==> config.mk <==
export PLATFORM = sky130hd
export DESIGN_NAME = decoder_viterbi
export DESIGN_NICKNAME = d
export VERILOG_FILES = /design/src/rtl/decoder_viterbi.sv
export SDC_FILE = /design/constraint.sdc
export NUM_CORES = 1
export LEC_CHECK = 0
export BUFFER_PORTS_ARGS = -buffer_cell sky130_fd_sc_hd__buf_2
export CAP_MARGIN = 5
export CORE_MARGIN = 1
export CORE_UTILIZATION = 42
export DETAILED_ROUTE_END_ITERATION = 10
export GPL_TIMING_DRIVEN = 0
export SLEW_MARGIN = 20
export SYNTH_ARGS = -nofsm -noshare
export SYNTH_HDL_FRONTEND = slang
export SYNTH_SLANG_ARGS = --single-unit
==> constraint.sdc <==
create_clock -name clk -period 24 [get_ports clk]
set_input_delay 1.2 -clock clk [delete_from_list [all_inputs] [get_ports clk]]
set_output_delay 1.2 -clock clk [all_outputs]
set_load 0.02 [all_outputs]
==> src/rtl/decoder_viterbi.sv <==
// Hard-decision Viterbi decoder for the 8-state recursive systematic code
// fb = u^s1^s0, sys = u, par = fb^s2^s0, next = {fb,s2,s1}, start state 000.
// One block of BLOCK_LEN symbols is collected with add-compare-select, the
// best end state is picked, and a traceback produces the decoded bits.
//
// Ports:
//   clk        rising-edge clock
//   rst        synchronous active-high reset; aborts any block in progress
//   in_valid   a received symbol is present on sys_bit/par_bit
//   sys_bit    received systematic bit
//   par_bit    received parity bit
//   in_ready   decoder accepts a symbol this cycle (ACS phase only)
//   out_valid  one-cycle pulse, out_block/out_metric carry a new result
//   out_block  decoded bits, bit 0 = first symbol of the block
//   out_metric Hamming distance of the winning path
module decoder_viterbi #(
  parameter int unsigned BLOCK_LEN = 16,
  parameter int unsigned PM_W      = 8
) (
  input  logic                 clk,
  input  logic                 rst,
  input  logic                 in_valid,
  input  logic                 sys_bit,
  input  logic                 par_bit,
  output logic                 in_ready,
  output logic                 out_valid,
  output logic [BLOCK_LEN-1:0] out_block,
  output logic [PM_W-1:0]      out_metric
);

  localparam int unsigned CntW = $clog2(BLOCK_LEN + 1);
  localparam int unsigned IdxW = $clog2(BLOCK_LEN);
  localparam logic [PM_W-1:0] PmInit = PM_W'(64);

  localparam logic [1:0] StAcs    = 2'd0;
  localparam logic [1:0] StSelect = 2'd1;
  localparam logic [1:0] StTrace  = 2'd2;
  localparam logic [1:0] StDone   = 2'd3;

  logic [1:0]                state_q, state_d;
  // Symbol count during ACS, traceback index during TRACE.
  logic [CntW-1:0]           cnt_q, cnt_d;
  logic [7:0][PM_W-1:0]      pm_q, pm_d;
  logic [7:0][PM_W-1:0]      acs_pm;
  logic [7:0]                acs_dec;
  logic [7:0]                dec_mem_q [BLOCK_LEN];
  logic [2:0]                tb_state_q, tb_state_d;
  logic [PM_W-1:0]           best_pm_q, best_pm_d;
  logic [BLOCK_LEN-1:0]      bits_q, bits_d;
  logic [BLOCK_LEN-1:0]      out_block_q, out_block_d;
  logic [PM_W-1:0]           out_metric_q, out_metric_d;
  logic [2:0]                min_idx;
  logic [PM_W-1:0]           min_val;
  logic [7:0]                dec_word;
  logic                      tb_dec;
  logic                      tb_bit;
  logic                      accept;

  function automatic logic [1:0] branch_metric(input logic rx_sys, input logic rx_par,
                                               input logic exp_sys, input logic exp_par);
    return 2'(rx_sys != exp_sys) + 2'(rx_par != exp_par);
  endfunction

  assign in_ready   = (state_q == StAcs) && !rst;
  assign out_valid  = (state_q == StDone) && !rst;
  assign out_block  = out_block_q;
  assign out_metric = out_metric_q;
  assign accept     = in_valid && in_ready;

  // Add-compare-select. For next state n the predecessor is {n[1],n[0],d};
  // the branch input is n[2]^n[0]^d and the branch parity n[2]^n[1]^d.
  always_comb begin
    acs_pm  = '0;
    acs_dec = '0;
    for (int n = 0; n < 8; n++) begin
      logic [PM_W-1:0] cand0;
      logic [PM_W-1:0] cand1;
      cand0 = pm_q[{n[1], n[0], 1'b0}]
            + PM_W'(branch_metric(sys_bit, par_bit, n[2] ^ n[0], n[2] ^ n[1]));
      cand1 = pm_q[{n[1], n[0], 1'b1}]
            + PM_W'(branch_metric(sys_bit, par_bit, ~(n[2] ^ n[0]), ~(n[2] ^ n[1])));
      // Strict compare: a tie keeps the s0=0 predecessor.
      acs_dec[n] = (cand1 < cand0);
      acs_pm[n]  = acs_dec[n] ? cand1 : cand0;
    end
  end

  // Lowest-metric end state; strict compare keeps the lowest index on a tie.
  always_comb begin
    min_idx = 3'd0;
    min_val = pm_q[0];
    for (int n = 1; n < 8; n++) begin
      if (pm_q[n] < min_val) begin
        min_idx = 3'(n);
        min_val = pm_q[n];
      end
    end
  end

  assign dec_word = dec_mem_q[cnt_q[IdxW-1:0]];
  assign tb_dec   = dec_word[tb_state_q];
  assign tb_bit   = tb_state_q[2] ^ tb_state_q[0] ^ tb_dec;

  always_comb begin
    state_d      = state_q;
    cnt_d        = cnt_q;
    pm_d         = pm_q;
    tb_state_d   = tb_state_q;
    best_pm_d    = best_pm_q;
    bits_d       = bits_q;
    out_block_d  = out_block_q;
    out_metric_d = out_metric_q;
    unique case (state_q)
      StAcs: begin
        if (accept) begin
          pm_d  = acs_pm;
          cnt_d = cnt_q + CntW'(1);
          if (cnt_q == CntW'(BLOCK_LEN - 1)) begin
            state_d = StSelect;
          end
        end
      end
      StSelect: begin
        tb_state_d = min_idx;
        best_pm_d  = min_val;
        cnt_d      = CntW'(BLOCK_LEN - 1);
        state_d    = StTrace;
      end
      StTrace: begin
        bits_d[cnt_q[IdxW-1:0]] = tb_bit;
        tb_state_d = {tb_state_q[1:0], tb_dec};
        if (cnt_q == '0) begin
          // Outputs load on entry to DONE so they are valid with the pulse.
          out_block_d  = bits_d;
          out_metric_d = best_pm_q;
          state_d      = StDone;
        end else begin
          cnt_d = cnt_q - CntW'(1);
        end
      end
      StDone: begin
        pm_d    = {{7{PmInit}}, PM_W'(0)};
        cnt_d   = '0;
        state_d = StAcs;
      end
      default: state_d = StAcs;
    endcase
  end

  always_ff @(posedge clk) begin
    if (rst) begin
      state_q      <= StAcs;
      cnt_q        <= '0;
      pm_q         <= {{7{PmInit}}, PM_W'(0)};
      tb_state_q   <= 3'd0;
      best_pm_q    <= '0;
      bits_q       <= '0;
      out_block_q  <= '0;
      out_metric_q <= '0;
    end else begin
      state_q      <= state_d;
      cnt_q        <= cnt_d;
      pm_q         <= pm_d;
      tb_state_q   <= tb_state_d;
      best_pm_q    <= best_pm_d;
      bits_q       <= bits_d;
      out_block_q  <= out_block_d;
      out_metric_q <= out_metric_d;
    end
  end

  // Survivor decisions need no reset: every entry read in TRACE was written in ACS.
  always_ff @(posedge clk) begin
    if (accept) begin
      dec_mem_q[cnt_q[IdxW-1:0]] <= acs_dec;
    end
  end

endmodule

==> flow_metrics.py <==
metrics = {
    "synthesis": {
        "synth_adder_area_share_pct": 12.6,
        "async_reset_ff_share_pct": 0,
        "synth-xor-area-share_pct": 5.57,
        "synthMuxAreaShare_pct": 10.1,
        "netlist_area_sq_um": 15900,
        "synth-simple-area-share_pct": 13.9,
        "syn-instance-count": 1599,
        "avgSynthCellArea_sq_um": 9.93,
        "synthFlopType": "edfxtp_1",
        "synth-compound-area-share_pct": 14.3,
        "synth_area_leaders": "edfxtp_1 24%, dfxtp_1 16%, ha_1 10%, mux4_2 5.8%, nor2_1 5.0%",
        "synth_seq_area_share_pct": 39.9,
        "synth-edff-count": 128,
        "synth_top_family_by_area": "compound AO/OA/AOI/OAI gates",
        "yosysWarnings": 0,
        "ys_types": 72,
        "yosys.area.top_type_share_pct": 24.2,
        "ys_ff_latch": 253,
        "synth_nets": 1753,
        "yosys.area.top_type": "edfxtp_1",
    },
    "job": {
        "max_cap_violations": 0,
    },
    "worst_setup_path": {
        "critical_path.most_common_cell": "ha_1",
        "crit_path_end_kind": "flop",
        "worstPathRequired_ns": 24.48,
        "worst_path_max_delay_cell": "a311oi_4",
        "r2r_cells": 68,
        "crit_path_max_fanout": 10,
        "cp.arrival_ns": 16.11,
        "r2r-start": "pm_q[2]$_SDFFE_PP0P_",
        "setup.worst_path.start_class": "flop",
        "rrSetupSlack_ns": 8.38,
        "crit_type": "reg -> reg",
        "max_stage_delay_ns": 0.53,
        "r2r-end": "tb_state_q[0]$_SDFFE_PP0P_",
    },
    "die": {
        "core_region_area_sq_um": 36900,
        "rows": 70,
        "die_x_microns": 196,
        "initial_core_util_pct": 43.1,
        "num_io_pins": 31,
        "die_y_microns": 196,
        "die_area_sq_um": 38600,
    },
    "finish": {
        "diodes": 0,
        "drive_gt1_share_pct": 8.64,
        "fin_nets": 1812,
        "stdcell_area_sq_um": 17600,
        "areaGrowthSynthToFinish_pct": 11.0,
    },
    "timing": {
        "max_slew_margin_pct": 25.9,
        "fmax_mhz": 64.0,
        "rsz0062_at_grt": "no",
        "fin_crit_ns": 15.62,
        "finalMaxSlewViolations": 0,
        "worstMarginPinSlew_ns": 1.11,
        "finalHoldViolCount": 0,
        "setup_viol": 0,
        "period_share_pct": 65.1,
        "fin_tns_setup_ns": 0,
        "finalClockSkew_ns": 0.0109,
    },
    "worst_hold_path": {
        "hold_path_depth": 2,
        "min-delay-start": "best_pm_q[5]$_SDFFE_PP0N_",
        "hold_end": "out_metric[5]$_SDFFE_PP0P_",
        "hold_class": "reg -> reg",
    },
    "clock_network": {
        "ctsHtreeMaxLevel": 1,
        "clk_pin_slew_ns": 0.06,
        "postCtsHoldBufs": 0,
        "clockRootBuffer": "clkbuf_16",
        "postCtsResizedCells": 0,
        "cts_setup_buffers": 0,
        "cts_buffers": 28,
        "cts_tree": "done",
        "cts_buffer_depth": 3,
        "clock-sinks": 253,
        "clk_latency_ns": 0.57,
    },
    "global_route": {
        "grt_max_degree": 26,
        "overflow": 0,
        "grt_pass1_vias": 12000,
        "antenna_found_initial": 0,
        "grt-busiest-layer": "met2",
        "grt_use_total_pct": 23.4,
        "grt_pass1_wl_microns": 69300,
        "gr-usage-met1_pct": 31.8,
        "use_met2_pct": 38.9,
        "grt_use_met3_pct": 2.55,
    },
    "routing": {
        "drtIter0Drc": 905,
        "routed_wl_microns": 44600,
        "vias": 12300,
        "wl_per_cell_microns": 20.4,
        "dr.pass1.iters": 7,
        "ant_nets": 0,
        "avgViaCountPerCell": 5.63,
        "remaining_drc_errors": 0,
    },
    "status": {
        "status": "finished, final reports clean",
    },
    "place": {
        "io_buffers": 29,
        "place_hpwl_microns": 33300,
        "gp_congestion": 0.910,
        "dpl-instance-area_sq_um": 16700,
    },
    "power": {
        "powerDensity_nw_per_um2": 75.8,
        "p_leak_nw": 6.47,
        "ir_drop_mv": 0.0555,
    },
}
per-layer routing:
layer	vias up	part of all wire, %	wire, microns
met1	5993	46	20500
met5	-	0	0
met3	86	4.2	1890
met2	318	47	20800
li1	5898	-	-
met4	0	3.2	1420
cell usage after synthesis, types with 3 or more instances:
cell and instances:
o21a_1 4, a21oi_1 99, o21ai_0 79, ha_1 132, mux2_2 3, nor2b_1 23, a22oi_1 38, nand4_1 13
and4_1 8, or3_1 5, nor2_1 212, edfxtp_1 128, a21o_1 31, o211ai_1 6, o22ai_1 11, nor3b_1 8
and2_1 6, xnor2_1 59, xor2_1 42, a22o_1 3, o21ai_1 10, nor3_1 10, clkbuf_1 74, inv_1 56
o211a_1 4, a211oi_1 33, buf_1 10, and3_1 4, nand3_1 29, mux4_2 41, buf_2 4, nand2b_1 38
o32ai_1 3, fa_1 17, nand2_1 126, dfxtp_1 125, mux2i_1 61, a211o_1 3
worst max-delay path: cells and delay by family (launching register included):
family	cells	cell delay [ns]
AO/OA/AOI/OAI	23	5.50
AND/OR/NAND/NOR	22	3.27
buffers and inverters	11	2.63
adder cells (fa/ha/maj)	7	2.00
multiplexers	5	1.62
flip-flops	1	0.48
cells in the final DEF (no fill, tap or decap), types with 13 or more instances in the layout:
| cell | instances |
|---|---|
| a211oi_1 | 33 |
| a21o_1 | 31 |
| a21oi_1 | 98 |
| a22oi_1 | 38 |
| buf_2 | 33 |
| clkbuf_1 | 79 |
| clkbuf_16 | 28 |
| dfxtp_1 | 125 |
| edfxtp_1 | 128 |
| fa_1 | 17 |
| ha_1 | 132 |
| inv_1 | 56 |
| mux2i_1 | 61 |
| mux4_2 | 41 |
| nand2_1 | 126 |
| nand2b_1 | 38 |
| nand3_1 | 29 |
| nand4_1 | 13 |
| nor2_1 | 211 |
| nor2b_1 | 23 |
| o21ai_0 | 79 |
| xnor2_1 | 59 |
| xor2_1 | 42 |
registers in the layout, indices dropped and copies added (netlist names), named ones only:
signal      flops
pm_q           64
state_q         2
out_metric      8
bits_q         15
dec_mem_q     128
tb_state_q      3
best_pm_q       8
cnt_q           5
out_block      16
stage by stage:
step | std cells | util [%] | worst slack, ns | hold WS (ns) | total power, W
floorplan | 1599 | - | 11.50 | 0.427 | 0.000778
global placement | 2132 | 45.2 | 8.83 | 0.436 | 0.000888
detailed placement | 2132 | 45.2 | 8.59 | 0.440 | 0.000896
CTS | 2183 | 47.8 | 8.49 | 0.450 | 0.00134
global route | 2183 | 47.8 | 7.15 | 0.467 | 0.00139
finish | 2183 | 47.8 | 8.38 | 0.445 | 0.00134
worst max path at each step:
stage,cells past startpoint,end,startpoint,slack [ns]
after detailed placement,67,tb_state_q[2]$_SDFFE_PP0P_,pm_q[2]$_SDFFE_PP0P_,8.59
after CTS,67,tb_state_q[0]$_SDFFE_PP0P_,pm_q[2]$_SDFFE_PP0P_,8.49
after floorplan,66,tb_state_q[2]$_SDFFE_PP0P_,pm_q[2]$_SDFFE_PP0P_,11.50
after global placement,70,tb_state_q[0]$_SDFFE_PP0P_,pm_q[2]$_SDFFE_PP0P_,8.83
after global routing,70,tb_state_q[0]$_SDFFE_PP0P_,pm_q[2]$_SDFFE_PP0P_,7.15
final,68,tb_state_q[0]$_SDFFE_PP0P_,pm_q[2]$_SDFFE_PP0P_,8.38
cells by family after synthesis:
| kind of cell | Yosys count |
|---|---|
| fa+ha+maj | 150 |
| flops | 253 |
| mux | 108 |
| compound gates | 351 |
| simple gates | 490 |
| xor+xnor | 101 |
| buf+inv | 146 |
where the power goes:
part           leakage [nW]  internal [W]  switching [W]  total [W]
Combinational          3.83      0.000137       0.000254   0.000391
Sequential             2.18      0.000491     0.00000988   0.000501
Clock                 0.458      0.000260       0.000184   0.000444
Total                  6.47      0.000888       0.000448    0.00134
final cells by class:
class / instances / area [sq um]
buffer: 90 / 363
tap: 504 / 631
fill: 3454 / 19200
clock inverter: 8 / 124
timing repair buffer: 29 / 145
sequential: 253 / 6350
inverter: 56 / 210
clock buffer: 43 / 827
multi-input combinational: 1200 / 8980
Power figures use the tool's default switching activity.
